File: config.mk
export PLATFORM = sky130hd
export DESIGN_NAME = riscv_v_wb_buffer
export DESIGN_NICKNAME = d
export VERILOG_FILES = /design/src/rtl/riscv_v_pkg.sv /design/src/rtl/riscv_v_wb_fifo.sv /design/src/rtl/riscv_v_wb_buffer.sv
export SDC_FILE = /design/constraint.sdc
export NUM_CORES = 1
export LEC_CHECK = 0
export CAP_MARGIN = 15
export CORE_MARGIN = 4
export CORE_UTILIZATION = 50
export CTS_CLUSTER_DIAMETER = 200
export DETAILED_ROUTE_END_ITERATION = 10
export PLACE_DENSITY = 0.74
export SYNTH_ARGS = -nofsm -noshare
export SYNTH_HDL_FRONTEND = slang
export SYNTH_SLANG_ARGS = --single-unit
File: constraint.sdc
create_clock -name clk -period 11.3 [get_ports clk]
set_input_delay 3.39 -clock clk [delete_from_list [all_inputs] [get_ports clk]]
set_output_delay 3.39 -clock clk [all_outputs]
set_load 0.005 [all_outputs]
File: src/rtl/riscv_v_pkg.sv
// Shared vector-unit types: ALU result bus, register index and writeback buffer entry.
package riscv_v_pkg;

    localparam int RISCV_V_DATA_WIDTH   = 128;
    localparam int RISCV_V_NUM_BYTES    = RISCV_V_DATA_WIDTH / 8;
    localparam int RISCV_V_NUM_VREGS    = 32;
    localparam int RISCV_V_WB_BUF_DEPTH = 4;

    typedef struct packed {
        logic [RISCV_V_DATA_WIDTH-1:0] data;
        logic                          valid;
    } riscv_v_wb_data_t;

    typedef logic [$clog2(RISCV_V_NUM_VREGS)-1:0] riscv_v_vreg_idx_t;

    typedef struct packed {
        logic [RISCV_V_DATA_WIDTH-1:0] data;
        logic [RISCV_V_NUM_BYTES-1:0]  be;
        riscv_v_vreg_idx_t             vd;
    } riscv_v_wb_entry_t;

endpackage

File: src/rtl/riscv_v_wb_fifo.sv
// In-order DEPTH-entry store of writeback entries; full/empty tracked by occupancy.
module riscv_v_wb_fifo
    import riscv_v_pkg::*;
#(
    parameter int DEPTH = RISCV_V_WB_BUF_DEPTH
) (
    input  logic                                clk,
    input  logic                                rst_n,
    input  logic                                push,
    input  logic                                pop,
    input  riscv_v_wb_entry_t                   push_entry,
    output riscv_v_wb_entry_t                   head_entry,
    output logic [$clog2(DEPTH):0]              occupancy,
    output logic [DEPTH-1:0]                    entry_valid,
    output riscv_v_vreg_idx_t [DEPTH-1:0]       entry_vd
);

    localparam int PTR_W = $clog2(DEPTH);
    localparam int OCC_W = PTR_W + 1;

    riscv_v_wb_entry_t  mem_q [DEPTH];
    riscv_v_wb_entry_t  mem_d [DEPTH];
    logic [PTR_W-1:0]   wr_ptr_q, wr_ptr_d;
    logic [PTR_W-1:0]   rd_ptr_q, rd_ptr_d;
    logic [OCC_W-1:0]   occ_q, occ_d;
    logic [DEPTH-1:0]   valid_q, valid_d;
    logic               push_ok, pop_ok;

    // Guards keep the store consistent even if a caller ignores full/empty.
    assign push_ok = push && (occ_q != OCC_W'(DEPTH));
    assign pop_ok  = pop && (occ_q != '0);

    always_comb begin
        mem_d    = mem_q;
        wr_ptr_d = wr_ptr_q;
        rd_ptr_d = rd_ptr_q;
        valid_d  = valid_q;
        occ_d    = occ_q;
        if (pop_ok) begin
            valid_d[rd_ptr_q] = 1'b0;
            rd_ptr_d          = rd_ptr_q + PTR_W'(1);
        end
        if (push_ok) begin
            mem_d[wr_ptr_q]   = push_entry;
            valid_d[wr_ptr_q] = 1'b1;
            wr_ptr_d          = wr_ptr_q + PTR_W'(1);
        end
        case ({push_ok, pop_ok})
            2'b10:   occ_d = occ_q + OCC_W'(1);
            2'b01:   occ_d = occ_q - OCC_W'(1);
            default: occ_d = occ_q;
        endcase
    end

    always_ff @(posedge clk or negedge rst_n) begin
        if (!rst_n) begin
            wr_ptr_q <= '0;
            rd_ptr_q <= '0;
            occ_q    <= '0;
            valid_q  <= '0;
        end else begin
            wr_ptr_q <= wr_ptr_d;
            rd_ptr_q <= rd_ptr_d;
            occ_q    <= occ_d;
            valid_q  <= valid_d;
        end
    end

    always_ff @(posedge clk) begin
        mem_q <= mem_d;
    end

    always_comb begin
        for (int i = 0; i < DEPTH; i++) begin
            entry_vd[i] = mem_q[i].vd;
        end
    end

    assign head_entry  = mem_q[rd_ptr_q];
    assign occupancy   = occ_q;
    assign entry_valid = valid_q;

endmodule

File: src/rtl/riscv_v_wb_buffer.sv
// Writeback buffer between the vector ALU result bus and the VRF write port,
// with occupancy and per-register pending-write outputs for issue-stage hazard checks.
module riscv_v_wb_buffer
    import riscv_v_pkg::*;
#(
    parameter int DEPTH     = RISCV_V_WB_BUF_DEPTH,
    parameter int NUM_VREGS = 32
) (
    input  logic                           clk,
    input  logic                           rst_n,
    input  riscv_v_wb_data_t               wb_in,
    input  logic [$clog2(NUM_VREGS)-1:0]   wb_vd,
    input  logic [RISCV_V_NUM_BYTES-1:0]   wb_be,
    output logic                           wb_ready,
    output logic                           vrf_we,
    output logic [$clog2(NUM_VREGS)-1:0]   vrf_addr,
    output logic [RISCV_V_DATA_WIDTH-1:0]  vrf_wdata,
    output logic [RISCV_V_NUM_BYTES-1:0]   vrf_be,
    input  logic                           vrf_ready,
    output logic [$clog2(DEPTH):0]         occupancy,
    output logic [NUM_VREGS-1:0]           pending_vd
);

    localparam int VD_W  = $clog2(NUM_VREGS);
    localparam int OCC_W = $clog2(DEPTH) + 1;

    logic                          push, pop;
    riscv_v_wb_entry_t             push_entry, head_entry;
    logic [DEPTH-1:0]              entry_valid;
    riscv_v_vreg_idx_t [DEPTH-1:0] entry_vd;

    // Handshakes: a transfer happens on a clk edge where valid and ready are both 1.
    // wb_ready depends on held state only; vrf_we never waits on vrf_ready, and the
    // head entry stays on vrf_* until it is accepted.
    assign wb_ready = (occupancy < OCC_W'(DEPTH));
    assign push     = wb_in.valid && wb_ready && (wb_be != '0);
    assign vrf_we   = (occupancy != '0);
    assign pop      = vrf_we && vrf_ready;

    always_comb begin
        push_entry      = '0;
        push_entry.data = wb_in.data;
        push_entry.be   = wb_be;
        push_entry.vd   = riscv_v_vreg_idx_t'(wb_vd);
    end

    riscv_v_wb_fifo #(
        .DEPTH (DEPTH)
    ) u_fifo (
        .clk         (clk),
        .rst_n       (rst_n),
        .push        (push),
        .pop         (pop),
        .push_entry  (push_entry),
        .head_entry  (head_entry),
        .occupancy   (occupancy),
        .entry_valid (entry_valid),
        .entry_vd    (entry_vd)
    );

    // Gating by vrf_we keeps stale or uninitialised storage off the VRF port.
    always_comb begin
        vrf_addr  = '0;
        vrf_wdata = '0;
        vrf_be    = '0;
        if (vrf_we) begin
            vrf_addr  = VD_W'(head_entry.vd);
            vrf_wdata = head_entry.data;
            vrf_be    = head_entry.be;
        end
    end

    always_comb begin
        pending_vd = '0;
        for (int i = 0; i < DEPTH; i++) begin
            if (entry_valid[i]) begin
                pending_vd[VD_W'(entry_vd[i])] = 1'b1;
            end
        end
    end

endmodule

### Word level (Yosys, flattened, before mapping)

Index checks and enable logic that the tools add are counted.

* magnitude comparators: 16
* reduce and logical (&&, ||, !) cells: 15
* add/subtract/negate cells: 4
* muxes and demuxes: 28
* equality and inequality tests: 3
* bitwise gates (word level): 8

Operator list (count)
* 596-bit bitwise mux: 1
* 149-bit two-way mux: 3
* 149-bit binary-select mux with 2-bit select: 1
* 149-bit demux with 2-bit select: 1
* 128-bit two-way mux: 1
* 32-bit two-way mux: 4
* 32-bit bitwise OR: 3
* 5-bit by 6-bit less-than comparator with 1-bit output (second input constant): 4
* 1-bit demux with 5-bit select: 4
* 5-bit by 1-bit >= comparator with 1-bit output (second input constant): 4
* 16-bit two-way mux: 1
* 16-bit nonzero test: 1
* 1-bit logical AND: 12
* 4-bit two-way mux: 2
* 3-bit >= comparator (second input constant): 2
* 2-bit by 3-bit less-than comparator with 1-bit output (second input constant): 2
* 1-bit two-way mux: 6
* 2-bit inverter with 3-bit output: 2
* 3-bit case mux with 2 select lines: 1
* 5-bit two-way mux: 1
* 2-bit by 1-bit adder with 2-bit output (second input constant): 2
* 4-bit bitwise AND: 1
* 1-bit demux with 2-bit select: 2
* 2-bit by 1-bit >= comparator with 1-bit output (second input constant): 2
* 11 further kinds: 11

* word-level logic and storage cells: 90
* output and inout port bits: 186
* bits in registers: 607
* bits of input ports: 153

### Logic depth before layout (Yosys ltp)

* depth after elaboration: 11
* gate-level depth with buffers: 10
* depth with buffers taken out: 9

### Hierarchy

A second synthesis with hierarchy kept.

* cell total of the unflattened synthesis: 1159
* area, all modules: 24335.8 µm²

By module, submodules not included
* riscv_v_wb_fifo: cells each 855, area each 22253.8 µm², instances 1, sequential area each 18172.4 µm²
* riscv_v_wb_buffer: cells each 304, area each 2082.0 µm², instances 1, sequential area each 0.0 µm²

### Worst setup path after synthesis

Ideal clock, no wire load.

* path type: input -> register
* from: input wb_be[13]
* to: register u_fifo.mem_q (netlist bit u_fifo.entry_vd[0]), enable pin
* slack: 3357 ps
* buffers on the path: 1
* setup time: 526 ps
* stages: 4
* arrival: 7417 ps
* data required time: 10774 ps
* cell sequence: nor4_1 > a41oi_1 > clkbuf_1 > and2_1

* cells in the longest elaborated chain, start to end: 3

RTL lines
* from (decl): line riscv_v_wb_buffer.sv:13 `input logic [RISCV_V_NUM_BYTES-1:0] wb_be,`
* 16-bit nonzero test: line riscv_v_wb_buffer.sv:36 `assign push = wb_in.valid && wb_ready && (wb_be != '0);`
* 1-bit logical AND: line riscv_v_wb_buffer.sv:36
* 1-bit logical AND: line riscv_v_wb_fifo.sv:30 `assign push_ok = push && (occ_q != OCC_W'(DEPTH));`
* to (signal assigned): line riscv_v_wb_fifo.sv:70 `mem_q <= mem_d;`
* to (decl): line riscv_v_wb_fifo.sv:21 `riscv_v_wb_entry_t mem_q [DEPTH];`

Every way passes these cells.
A chain may end at the register's enable or synchronous reset.

### Worst setup path in the final report

* from: register u_fifo.rd_ptr_q[0]
* to: output vrf_wdata[44]

* cells in the longest elaborated chain, start to end: 5

RTL lines
* from (decl): line riscv_v_wb_fifo.sv:24 `logic [PTR_W-1:0] rd_ptr_q, rd_ptr_d;`
* from (signal assigned): line riscv_v_wb_fifo.sv:63 `rd_ptr_q <= rd_ptr_d;`
* 2-bit inverter with 3-bit output (implied by the code): line riscv_v_wb_fifo.sv:79 `assign head_entry = mem_q[rd_ptr_q];`
* 149-bit binary-select mux with 2-bit select: line riscv_v_wb_fifo.sv:79
* 149-bit two-way mux (implied by the code) (2 in a row): line riscv_v_wb_fifo.sv:79
* 128-bit two-way mux: line riscv_v_wb_buffer.sv:66 `if (vrf_we) begin`
* to (decl): line riscv_v_wb_buffer.sv:17 `output logic [RISCV_V_DATA_WIDTH-1:0] vrf_wdata,`

Every way passes these cells. The select of a mux whose other input is x is not followed.

==> flow_summary.ini <==
[outcome]
status = finished, final reports clean

[clock_network]
numCtsBuffers = 58
root_buffer = clkbuf_16
clockBufferDepth = 3
cts_resized = 0
h-tree-depth = 2
cts_tree = yes
clock_latency_ns = 0.59
post_cts_buffers = 0
cts_num_sinks = 607
cts_hold_buf = 0
clk_pin_slew_worst_paths_ns = 0.06

[finish]
drive_gt1_frac = 0.173
nFillCells = 3256
layout_commonest_cell = edfxtp_1
fin_util = 0.634
stdcell_area_mm2 = 0.0303
layoutNonFillerInstCount = 2175
final_cell_mix = 596 x edfxtp_1, 338 x clkdlybuf4s50_1, 150 x and2_1, 149 x mux4_2, 61 x clkbuf_16
area_growth_pct = 25.0
nNetsFinal = 1666

[timing]
max_clock_freq_ghz = 0.142
fin_skew_ns = 0.0153
max_slew.worst_pin.slew_ns = 1.07
tns_ns = 0
timing.final.max_slew_violations = 0
hold_violations = 0
rsz0062_at_grt = no
hold_ws_ns = 0.541
period_needed_ns = 7.07
finalSetupViolations = 0
slew_headroom = 0.287
fin_crit_sh = 0.625

[synth]
yosys-top-cells-area = edfxtp_1 74%, mux4_2 14%, and2_1 4.0%
synth.top_cell.area_share = 0.739
ys_ff_latch = 607
synth-simple-area-share = 0.0638
syn_avg_cell_area_um2 = 21.0
synth-seq-area-share = 0.751
synthAdderAreaFrac = 0.00548
synth_top_family_by_area = multiplexers
yosysWarnings = 0
synthesis.area_mm2 = 0.0242
synth_compound_area_frac = 0.0237
postSynthCellCount = 1152
ys.flop_type = edfxtp_1
synth-edff-count = 596
synth_xor_xnor_area_share = 0.00181
synth_cell_types = 38
syn-num-nets = 1315
synth_area_leader_cell = edfxtp_1
synthMuxAreaShare = 0.140
synthArstFlopShare = 0.0181

[worst_setup_path]
rrSetupSlack_ns = 7.74
reg2reg_from = u_fifo.occupancy[2]$_DFFE_PN0P_
worstRegToRegCells = 4
critPathLaunchType = flip-flop
crit_fanout = 117
worstSetupPathType = reg -> out
worstPathRequired_ns = 7.91
arrival_ns = 3.68
timing.rr.end = u_fifo.mem_q[568]$_DFFE_PP_
cp-end-kind = output pin

[floorplanning]
dieArea_mm2 = 0.0520
start_util = 0.507
die_h_um = 228
die_w_um = 228
coreArea_mm2 = 0.0477
num_rows = 80
ios = 339

[placed_design]
post-dp-hpwl_um = 34000
gp_congestion = 0.890
post-place-cells = 2058
dpl-instance-area_mm2 = 0.0282
io_buffers = 338

[power_and_ir_drop]
peakVddDrop_mv = 0.179
powerDensity_mw_per_mm2 = 255
leakagePower_nw = 9.71

[grt]
grt_max_degree = 118
grt_antenna_before_repair = 15
grt_pass1_vias = 13300
grt_overflow = 0
grt_pass1_wl_um = 82600
grtUsageTotal = 0.206

[routing]
route.met2.wl_um = 26300
first_pass_iters = 5
route.vias.total = 12800
drc = 0
top_layer_used = met5
viasPerCell = 5.88
drt_iter0_markers = 1468
wl_met1_um = 22500
wl_met3_um = 4890
avgRoutedWirePerCell_um = 25.2
postRouteAntennaNets = 0
wl_um = 54800

[hold_path]
hold_class = reg -> reg
min_to = u_fifo.occupancy[0]$_DFFE_PN0P_
min_from = u_fifo.occupancy[0]$_DFFE_PN0P_
min_path_cells = 1

[run]
max_cap_violations = 0
## stage by stage
step                power, W  setup WS (ns)
finish               0.00770           4.23
global route         0.00806           3.90
CTS                  0.00780           4.09
detailed placement   0.00571           4.10
global placement     0.00569           4.21
floorplan            0.00442           3.36
## report_power, final
group	switching [W]	internal, W	total, W
Combinational	0.00111	0.00151	0.00262
Clock	0.000804	0.00128	0.00208
Sequential	0.000169	0.00283	0.00300
## cells by family (layout without fill, tap and decap cells)
| logic type | Yosys count | after routing |
|---|---|---|
| AO/OA/AOI/OAI | 70 | 70 |
| XOR/XNOR | 5 | 5 |
| adder cells (fa/ha/maj) | 10 | 10 |
| buffers and inverters | 68 | 469 |
| flip-flops | 607 | 607 |
| multiplexers | 151 | 151 |
| other | 0 | 7 |
| AND/OR/NAND/NOR | 241 | 241 |
## layout make-up
| type | count | area, um2 | area share |
|---|---|---|---|
| sequential | 607 | 18200 | 0.601 |
| multi-input combinational | 477 | 5690 | 0.188 |
| timing repair buffer | 350 | 3490 | 0.115 |
| clock buffer | 68 | 1550 | 0.0513 |
| tap | 615 | 769 | 0.0254 |
| clock inverter | 42 | 536 | 0.0177 |
| inverter | 9 | 33.8 | 0.00112 |
| antenna | 7 | 17.5 | 0.000579 |
## metal layers
layer | up-vias | global-route usage
met5 | - | 0
li1 | 5480 | -
met3 | 84 | 0.0652
met2 | 550 | 0.321
met1 | 6655 | 0.289
met4 | 18 | 0.0480
## worst max-delay path: stages (launching register included)
cell             delay [ns]
dfrtp_4                0.91
buf_12                 0.79
mux4_2                 0.59
and2_1                 0.23
clkdlybuf4s50_1        0.48
## synthesized netlist by cell type, types with 2 or more instances
cell type  number
o2bb2a_1        2
nand2_1         8
xnor2_1         4
nor2_1          4
or3_1           4
nand3b_1       14
inv_1           9
and3b_1        13
nand3_1        11
mux4_2        149
o22ai_1         5
a221o_1         5
a22oi_1        20
ha_1            9
or3b_2          9
and2_1        154
a22o_1          4
a2bb2oi_1       4
dfrtp_1        11
o211ai_1        6
buf_6          11
edfxtp_1      596
clkbuf_1       31
and3_1          6
nor4_1          4
o221ai_1       20
buf_2          17
nor3b_1        10
nor3_1          3
## worst max path at each step
stage,from,to,slack [ns]
final,u_fifo.rd_ptr_q[0]$_DFFE_PN0N_,vrf_wdata[44],4.23
after floorplan,wb_be[13],u_fifo.entry_vd[0]$_DFFE_PP_,3.36
after detailed placement,wb_be[11],u_fifo.mem_q[574]$_DFFE_PP_,4.10
after CTS,u_fifo.rd_ptr_q[0]$_DFFE_PN0N_,vrf_wdata[40],4.09
after global routing,u_fifo.rd_ptr_q[0]$_DFFE_PN0N_,vrf_wdata[42],3.90
after global placement,wb_be[11],u_fifo.mem_q[523]$_DFFE_PP_,4.21
## registers in the layout, indices dropped and copies added (netlist names)
| register | count |
|---|---|
| u_fifo.entry_valid | 4 |
| u_fifo.entry_vd | 20 |
| u_fifo.mem_q | 576 |
| u_fifo.occupancy | 3 |
| u_fifo.rd_ptr_q | 2 |
| u_fifo.wr_ptr_q | 2 |
Power figures use the tool's default switching activity.
